--- config.mk ---
export PLATFORM = sky130hd
export DESIGN_NAME = uart_rx
export DESIGN_NICKNAME = d
export VERILOG_FILES = /design/src/rtl/uart_pkg.sv /design/src/rtl/uart_rx_sync.sv /design/src/rtl/uart_rx.sv
export SDC_FILE = /design/constraint.sdc
export NUM_CORES = 1
export LEC_CHECK = 0
export CAP_MARGIN = 20
export CORE_MARGIN = 3
export CORE_UTILIZATION = 57
export CTS_CLUSTER_DIAMETER = 60
export DETAILED_ROUTE_END_ITERATION = 10
export GPL_TIMING_DRIVEN = 0
export PLACE_DENSITY = 0.78
export SETUP_SLACK_MARGIN = 0.05
export SYNTH_ARGS = -nofsm -noshare
export SYNTH_HDL_FRONTEND = slang
export SYNTH_HIERARCHICAL = 1
export SYNTH_SLANG_ARGS = --single-unit
export TNS_END_PERCENT = 30
--- constraint.sdc ---
create_clock -name clk -period 2.3 [get_ports clk]
set_clock_uncertainty 0.05 [all_clocks]
set_input_delay 0.345 -clock clk [delete_from_list [all_inputs] [get_ports clk]]
set_output_delay 0.345 -clock clk [all_outputs]
set_load 0.02 [all_outputs]
--- src/rtl/uart_pkg.sv ---
// Shared UART constants and the receiver state encoding.
// Used by uart_rx and uart_tx_top so both ends agree on frame shape and idle level.
package uart_pkg;

  typedef enum logic [2:0] {
    IDLE      = 3'd0,
    START     = 3'd1,
    DATA      = 3'd2,
    STOP      = 3'd3,
    WAIT_HIGH = 3'd4
  } rx_state_t;

  localparam int   DATA_BITS        = 8;
  localparam logic IDLE_LEVEL       = 1'b1;
  localparam int   BAUD_DIV_DEFAULT = 10416;  // 100 MHz / 9600 baud

  // 2-of-3 vote used when bits are decided from three neighbouring samples
  function automatic logic majority3(input logic a, input logic b, input logic c);
    return (a & b) | (a & c) | (b & c);
  endfunction

endpackage

--- src/rtl/uart_rx_sync.sv ---
// Two-flop synchronizer for the asynchronous serial line plus a falling-edge
// detector comparing the synced level against its one-cycle-delayed copy.
module uart_rx_sync
  import uart_pkg::*;
(
  input  logic clk,
  input  logic rst,
  input  logic rx_in,
  output logic rx_sync,
  output logic fall_pulse
);

  logic meta_reg;
  logic sync_reg;
  logic prev_reg;

  // All three flops come out of reset at the idle level so reset never fakes an edge
  always_ff @(posedge clk) begin
    if (rst) begin
      meta_reg <= IDLE_LEVEL;
      sync_reg <= IDLE_LEVEL;
      prev_reg <= IDLE_LEVEL;
    end else begin
      meta_reg <= rx_in;
      sync_reg <= meta_reg;
      prev_reg <= sync_reg;
    end
  end

  assign rx_sync    = sync_reg;
  assign fall_pulse = prev_reg & ~sync_reg;

endmodule

--- src/rtl/uart_rx.sv ---
// 8N1 UART receiver, LSB first, mid-bit sampling with a BAUD_DIV-cycle bit timer.
// Optional build macro UART_RX_MAJORITY_EN: decide each bit by a 2-of-3 vote around the midpoint.
module uart_rx
  import uart_pkg::*;
#(
  parameter int BAUD_DIV  = BAUD_DIV_DEFAULT,
  parameter int DATA_BITS = uart_pkg::DATA_BITS
) (
  input  logic                 clk,
  input  logic                 rst,
  input  logic                 rx_en,
  input  logic                 rx_in,
  output logic [DATA_BITS-1:0] rx_data,
  output logic                 rx_valid,
  output logic                 rx_busy,
  output logic                 frame_err
);

  localparam int CNT_W = $clog2(BAUD_DIV);

`ifdef UART_RX_MAJORITY_EN
  localparam int SAMPLE_LAG = 1;
`else
  localparam int SAMPLE_LAG = 0;
`endif

  // With voting, every decision slips one cycle so the midpoint+1 sample exists;
  // data/stop decisions keep the same offset because they count from the start decision.
  localparam logic [CNT_W-1:0] START_LAST = CNT_W'(BAUD_DIV / 2 - 1 + SAMPLE_LAG);
  localparam logic [CNT_W-1:0] BIT_LAST   = CNT_W'(BAUD_DIV - 1);
  localparam logic [2:0]       LAST_IDX   = 3'(DATA_BITS - 1);

  logic rx_sync;
  logic fall_pulse;
  logic bit_val;

  uart_rx_sync u_sync (
    .clk        (clk),
    .rst        (rst),
    .rx_in      (rx_in),
    .rx_sync    (rx_sync),
    .fall_pulse (fall_pulse)
  );

`ifdef UART_RX_MAJORITY_EN
  logic [1:0] hist_reg;

  always_ff @(posedge clk) begin
    if (rst) begin
      hist_reg <= {2{IDLE_LEVEL}};
    end else begin
      hist_reg <= {hist_reg[0], rx_sync};
    end
  end

  assign bit_val = majority3(rx_sync, hist_reg[0], hist_reg[1]);
`else
  assign bit_val = rx_sync;
`endif

  rx_state_t            state_reg, state_next;
  logic [CNT_W-1:0]     baud_cnt_reg, baud_cnt_next;
  logic [2:0]           bit_idx_reg, bit_idx_next;
  logic [DATA_BITS-1:0] shift_reg, shift_next;
  logic [DATA_BITS-1:0] rx_data_reg, rx_data_next;
  logic                 rx_valid_reg, rx_valid_next;
  logic                 frame_err_reg, frame_err_next;
  logic                 rx_busy_reg;
  logic                 data_sample;

  always_ff @(posedge clk) begin
    if (rst) begin
      state_reg     <= IDLE;
      baud_cnt_reg  <= '0;
      bit_idx_reg   <= '0;
      shift_reg     <= '0;
      rx_data_reg   <= '0;
      rx_valid_reg  <= 1'b0;
      frame_err_reg <= 1'b0;
      rx_busy_reg   <= 1'b0;
    end else begin
      state_reg     <= state_next;
      baud_cnt_reg  <= baud_cnt_next;
      bit_idx_reg   <= bit_idx_next;
      shift_reg     <= shift_next;
      rx_data_reg   <= rx_data_next;
      rx_valid_reg  <= rx_valid_next;
      frame_err_reg <= frame_err_next;
      rx_busy_reg   <= (state_next != IDLE);
    end
  end

  always_comb begin
    state_next     = state_reg;
    baud_cnt_next  = baud_cnt_reg;
    bit_idx_next   = bit_idx_reg;
    rx_data_next   = rx_data_reg;
    rx_valid_next  = 1'b0;
    frame_err_next = 1'b0;
    data_sample    = 1'b0;

    case (state_reg)
      IDLE: begin
        if (rx_en && fall_pulse) begin
          state_next    = START;
          baud_cnt_next = '0;
        end
      end

      START: begin
        if (baud_cnt_reg == START_LAST) begin
          baud_cnt_next = '0;
          if (bit_val == IDLE_LEVEL) begin
            state_next = IDLE;  // line went back high: glitch, not a start bit
          end else begin
            state_next   = DATA;
            bit_idx_next = '0;
          end
        end else begin
          baud_cnt_next = baud_cnt_reg + 1'b1;
        end
      end

      DATA: begin
        if (baud_cnt_reg == BIT_LAST) begin
          baud_cnt_next = '0;
          data_sample   = 1'b1;
          if (bit_idx_reg == LAST_IDX) begin
            state_next = STOP;
          end else begin
            bit_idx_next = bit_idx_reg + 1'b1;
          end
        end else begin
          baud_cnt_next = baud_cnt_reg + 1'b1;
        end
      end

      STOP: begin
        if (baud_cnt_reg == BIT_LAST) begin
          baud_cnt_next = '0;
          if (bit_val == IDLE_LEVEL) begin
            rx_data_next  = shift_reg;
            rx_valid_next = 1'b1;
            state_next    = IDLE;  // leave at mid-stop so a back-to-back start is caught
          end else begin
            frame_err_next = 1'b1;
            state_next     = WAIT_HIGH;
          end
        end else begin
          baud_cnt_next = baud_cnt_reg + 1'b1;
        end
      end

      WAIT_HIGH: begin
        // A held-low line (break) must not look like a fresh start edge
        if (rx_sync == IDLE_LEVEL) begin
          state_next = IDLE;
        end
      end

      default: begin
        state_next = IDLE;
      end
    endcase
  end

  for (genvar gi = 0; gi < DATA_BITS; gi++) begin : g_shift
    assign shift_next[gi] = (data_sample && (bit_idx_reg == 3'(gi))) ? bit_val : shift_reg[gi];
  end

  assign rx_data   = rx_data_reg;
  assign rx_valid  = rx_valid_reg;
  assign rx_busy   = rx_busy_reg;
  assign frame_err = frame_err_reg;

endmodule

==> results.yml, run 1 <==
power:
  p_seq_share_pct: 65.7
  p_switching_mw: 0.257
  p_int_mw: 0.860
  power_density_nw_per_um2: 482
  power_leakage_nw: 0.917
  vdd.ir_drop.worst_mv: 0.415
  clkPwrFrac_pct: 29.9
  combPwrFrac_pct: 4.4
  p_sw_share_pct: 23.0
cts:
  clockBufferDepth: 2
  cts_tree: "done"
  cts_max_level: 2
  clock_latency_ns: 0.35
  cts_setup_buffers: 0
  clkTransAtPathRegs_ns: 0.11
  cts_buffers: 5
  root_buffer: "clkbuf_4"
  clock_sinks: 42
detailed_routing:
  drt-pass1-iter-count: 4
  ant_nets: 0
  drcViolationCount: 0
  totalWireLength_um: 3820
  vias_per_cell: 5.47
  drtIter0Drc: 87
  vias: 1571
  wl_per_cell_um: 13.3
final_layout:
  area_growth_pct: 12.0
  utilization_pct: 67.8
  n_antenna_cell: 0
  final_cell_mix: "dfxtp_1, nor2_1, mux2i_1"
  finalNetCount: 252
  drive_gt1_share_pct: 12.0
  largest_reg_flops: 14
  mostFrequentLayoutCell: "dfxtp_1"
  fin_area_um2: 2320
synthesis:
  synth_edf_count: 0
  synth_warnings: 6
  yosysSeqAreaShare_pct: 40.6
  synth-seq-cells: 42
  synth.distinct_cells: 48
  yosys_most_used_dff: "dfxtp_1"
  synth_area_um2: 2070
  syn-num-nets: 231
  syn-instance-count: 220
  synth_area_per_cell_um2: 9.41
  ys_async_sr_fraction_pct: 0
worst_setup_path:
  arrival_ns: 2.24
  setup.worst_path.start_class: "flip-flop"
  max_stage_delay_ns: 0.45
  worst_path_max_delay_cell: "dfxtp_1"
  cp_top_family: "simple AND/OR/NAND/NOR gates"
  cp.required_ns: 2.49
  critPathBufInv: 0
  critical_path_class: "flip-flop to flip-flop"
  critical_path_peak_fanout: 7
  worstSetupEndpointType: "flip-flop"
  worstPathCellList: "ha_2, nor3b_4, nand4_2, o32ai_4, mux2i_1, nor2_1"
floorplanning:
  die-area_um2: 4390
  initial_core_util_pct: 60.6
  ios: 15
  design.core.area_um2: 3420
  fp.dieW_um: 66.3
  num_rows: 21
  fp.dieH_um: 66.3
sta:
  finalMaxSlewViolations: 0
  setup_tns_ns: 0
  fmax_mhz: 487
  post-route-period-util_pct: 89.3
  rsz0062_at_grt: "no"
  final-setup-viol-count: 0
  period_needed_ns: 2.05
  setup_slack_ns: 0.246
  hold_viol_final: 0
  worst_pin_slew_ns: 0.578
  relSlewSlack_pct: 61.1
placement:
  portBuffers: 14
  place_ws_ns: 0.153
  postPlaceCellArea_um2: 2270
  dpl.hpwl_um: 2830
  place_congestion: 0.888
status:
  run_status: "finished clean"
run:
  cap_viol_max_count: 0
grt:
  overflow: 0
  grt_pass1_vias: 1517
  antenna_found_initial: 0
  grt_pass1_wl_um: 6740
  grt_max_degree: 13
  track_usage_pct: 20.0
min_path:
  hold_class: "flip-flop to flip-flop"
[power groups by stage]
stage / clock network [mW] / registers [mW] / logic, mW
floorplan: 0 / 0.751 / 0.0315
global route: 0.369 / 0.735 / 0.0544
global placement: 0 / 0.751 / 0.0484
finish: 0.334 / 0.734 / 0.0486
CTS: 0.342 / 0.734 / 0.0490
detailed placement: 0 / 0.751 / 0.0487
[cell type report]
type	count	area (um2)
Clock inverter	2	10.0
Fill cell	291	1100
Tap cell	46	57.6
Inverter	4	15.0
Sequential cell	42	841
Multi-Input combinational cell	165	1160
Clock buffer	5	37.5
Buffer	9	60.1
Timing Repair Buffer	14	140
[cell families after synthesis]
| family | count (synthesis) | synth area share, % |
|---|---|---|
| adder cells (fa/ha/maj) | 7 | 4.23 |
| buffers and inverters | 13 | 3.63 |
| AO/OA/AOI/OAI | 21 | 7.86 |
| flip-flops | 42 | 40.6 |
| XOR/XNOR | 9 | 3.81 |
| multiplexers | 18 | 8.71 |
| AND/OR/NAND/NOR | 110 | 31.1 |
[synth_stat cells, drive strengths merged (4+ instances only)]
cell type,n,area [um2]
inv,4,15.0
or2,6,37.5
a21oi,7,35.0
ha,7,87.6
xor2,6,52.6
nand4,12,103
nor4,6,43.8
mux2i,18,180
nand2,13,48.8
buf,6,38.8
nor2,38,145
dfxtp,42,841
nand3,12,60.1
[stage by stage]
step | hold slack, ns | std cells | total power, mW
after detailed placement | 0.352 | 280 | 0.800
after global placement | 0.342 | 280 | 0.799
after global routing | 0.379 | 287 | 1.16
after CTS | 0.374 | 287 | 1.13
after floorplan | 0.335 | 220 | 0.782
final | 0.371 | 287 | 1.12
[per-layer routing]
metal	track usage (%)	vias to the layer above	wire, um
li1	-	813	-
met1	25.5	733	1840
met2	30.9	19	1790
met3	5.95	6	118
met4	8.88	0	68
met5	0	-	0
[final timing paths]
| check | from | to | slack (ns) | cells after the start |
|---|---|---|---|---|
| worst min-delay path | u_sync/meta_reg | u_sync/rx_sync | 0.37 | 1 |
| worst min register to register | u_sync/meta_reg | u_sync/rx_sync | 0.37 | 1 |
| worst max register to register | baud_cnt_reg[0] | bit_idx_reg[2] | 0.25 | 6 |
| worst max-delay path | baud_cnt_reg[0] | bit_idx_reg[2] | 0.25 | 6 |
[repair_timing]
| item | in CTS | in global routing |
|---|---|---|
| setup endpoints to repair | 0 | 11 |
| gates resized for setup | 0 | 1 |
| hold buffers | 0 | 0 |
Power figures use the tool's default switching activity.
==> inputs of run 2 (changes only) <==
Settings changed: CORE_UTILIZATION 57 to 60, CTS_BUF_LIST set to sky130_fd_sc_hd__clkbuf_8, PLACE_DENSITY 0.78 to 0.81.
==> run 2 against run 1 <==
Against the previous run: sequential power about the same; largest cell class unchanged; critical endpoint unchanged; global-route usage grew 3.2 points; flip-flop and latch count stayed put.
==> results.yml, run 2 (synthesis gave the netlist of run 1 again) <==
final_layout:
  drive_gt1_share_pct: 12.4
  finalNetCount: 252
  n_antenna_cell: 0
  final_cell_mix: "dfxtp_1, nor2_1, mux2i_1"
  largest_reg_flops: 14
  mostFrequentLayoutCell: "dfxtp_1"
  area_growth_pct: 16.8
sta:
  worst_pin_slew_ns: 0.579
  period_needed_ns: 2.06
  fmax_mhz: 486
  relSlewSlack_pct: 61.0
  setup_tns_ns: 0
  hold_viol_final: 0
  finalMaxSlewViolations: 0
  final-setup-viol-count: 0
  post-route-period-util_pct: 89.4
  rsz0062_at_grt: "no"
cts:
  root_buffer: "clkbuf_8"
  clkTransAtPathRegs_ns: 0.08
  clock_sinks: 42
  hold_buffers: 0
  cts_max_level: 2
  clockBufferDepth: 2
  cts_buffers: 5
  clock_latency_ns: 0.30
  cts_tree: "done"
  cts_setup_buffers: 0
worst_setup_path:
  worstSetupEndpointType: "flip-flop"
  setup.worst_path.start_class: "flip-flop"
  critical_path_peak_fanout: 7
  critical_path_class: "flip-flop to flip-flop"
  arrival_ns: 2.19
  r2r_cells: 6
  cp.required_ns: 2.43
run:
  cap_viol_max_count: 0
floorplanning:
  design.core.area_um2: 3180
  num_rows: 20
  die-area_um2: 4190
  fp.dieW_um: 64.7
  initial_core_util_pct: 65.1
  fp.dieH_um: 64.7
  ios: 15
detailed_routing:
  wl_per_cell_um: 14.7
  ant_nets: 0
  vias: 1635
  drtIter0Drc: 138
  vias_per_cell: 5.72
  drcViolationCount: 0
  totalWireLength_um: 4200
  drt-pass1-iter-count: 4
grt:
  grt_max_degree: 14
  grt_pass1_wl_um: 7580
  grt_pass1_vias: 1654
  overflow: 0
  antenna_found_initial: 0
  track_usage_pct: 23.1
power:
  power_mw: 1.50
  vdd.ir_drop.worst_mv: 0.501
  power_leakage_nw: 0.959
  power_density_nw_per_um2: 619
placement:
  place_congestion: 0.931
  portBuffers: 14
  dpl.hpwl_um: 3030
min_path:
  hold_class: "flip-flop to flip-flop"
  min_path_cells: 1
status:
  run_status: "finished clean"
## run 2: cell types whose count changed in the layout (fill, tap and decap cells not counted), sizes merged
cell	delta
bufinv	+2
clkinv	-2
clkbuf	+1
## run 2: power breakdown
| part | leakage (nW) | switching (mW) | internal, mW | total (mW) |
|---|---|---|---|---|
| sequential | 0.339 | 0.00346 | 0.731 | 0.734 |
| clock | 0.0714 | 0.247 | 0.463 | 0.710 |
| combinational | 0.549 | 0.0311 | 0.0203 | 0.0514 |
## run 2: timing repair
| item | in CTS | in global routing |
|---|---|---|
| gates resized for setup | 0 | 2 |
| setup endpoints to repair | 0 | 22 |
| hold endpoints to repair | 0 | 0 |
## run 2: area by class of cell
cell class / instances / area (um2)
multi-input cells: 165 / 1160
flip-flops and latches: 42 / 841
fillers: 236 / 761
repair buffers: 14 / 140
clock buffers: 6 / 82.6
clock inverters: 2 / 60.1
plain buffers: 9 / 60.1
well taps: 44 / 55.1
inverters: 4 / 15.0
## run 2: stage by stage
stage	area, um2	std cells	setup WS (ns)	util [%]	hold slack [ns]
global route	2420	286	0.0535	76.1	0.377
floorplan	2070	220	0.444	-	0.335
finish	2420	286	0.243	76.1	0.368
CTS	2410	286	0.131	75.7	0.364
global placement	2260	278	0.222	71.3	0.340
detailed placement	2260	278	0.169	71.3	0.360
## run 2: worst max-delay path: stages, from the launching register on
cell	delay, ns
dfxtp_1	0.46
ha_2	0.29
nor3b_4	0.28
nand4_2	0.22
o32ai_4	0.36
mux2i_1	0.23
nor2_1	0.06
## run 2: path summary, 6_finish.rpt
kind | start | to | slack, ns
worst max-delay path | baud_cnt_reg[0] | bit_idx_reg[2] | 0.24
worst min-delay path | u_sync/meta_reg | u_sync/rx_sync | 0.37
worst max register to register | baud_cnt_reg[0] | bit_idx_reg[2] | 0.24
worst min register to register | u_sync/meta_reg | u_sync/rx_sync | 0.37
## run 2: per-layer routing
metal  GRT usage (%)  up-vias  wire length, um
met3            6.07        5              216
met5               0        -                0
met1            28.2      776             1870
met4            7.12        0               51
li1                -      809                -
met2            39.6       45             2060
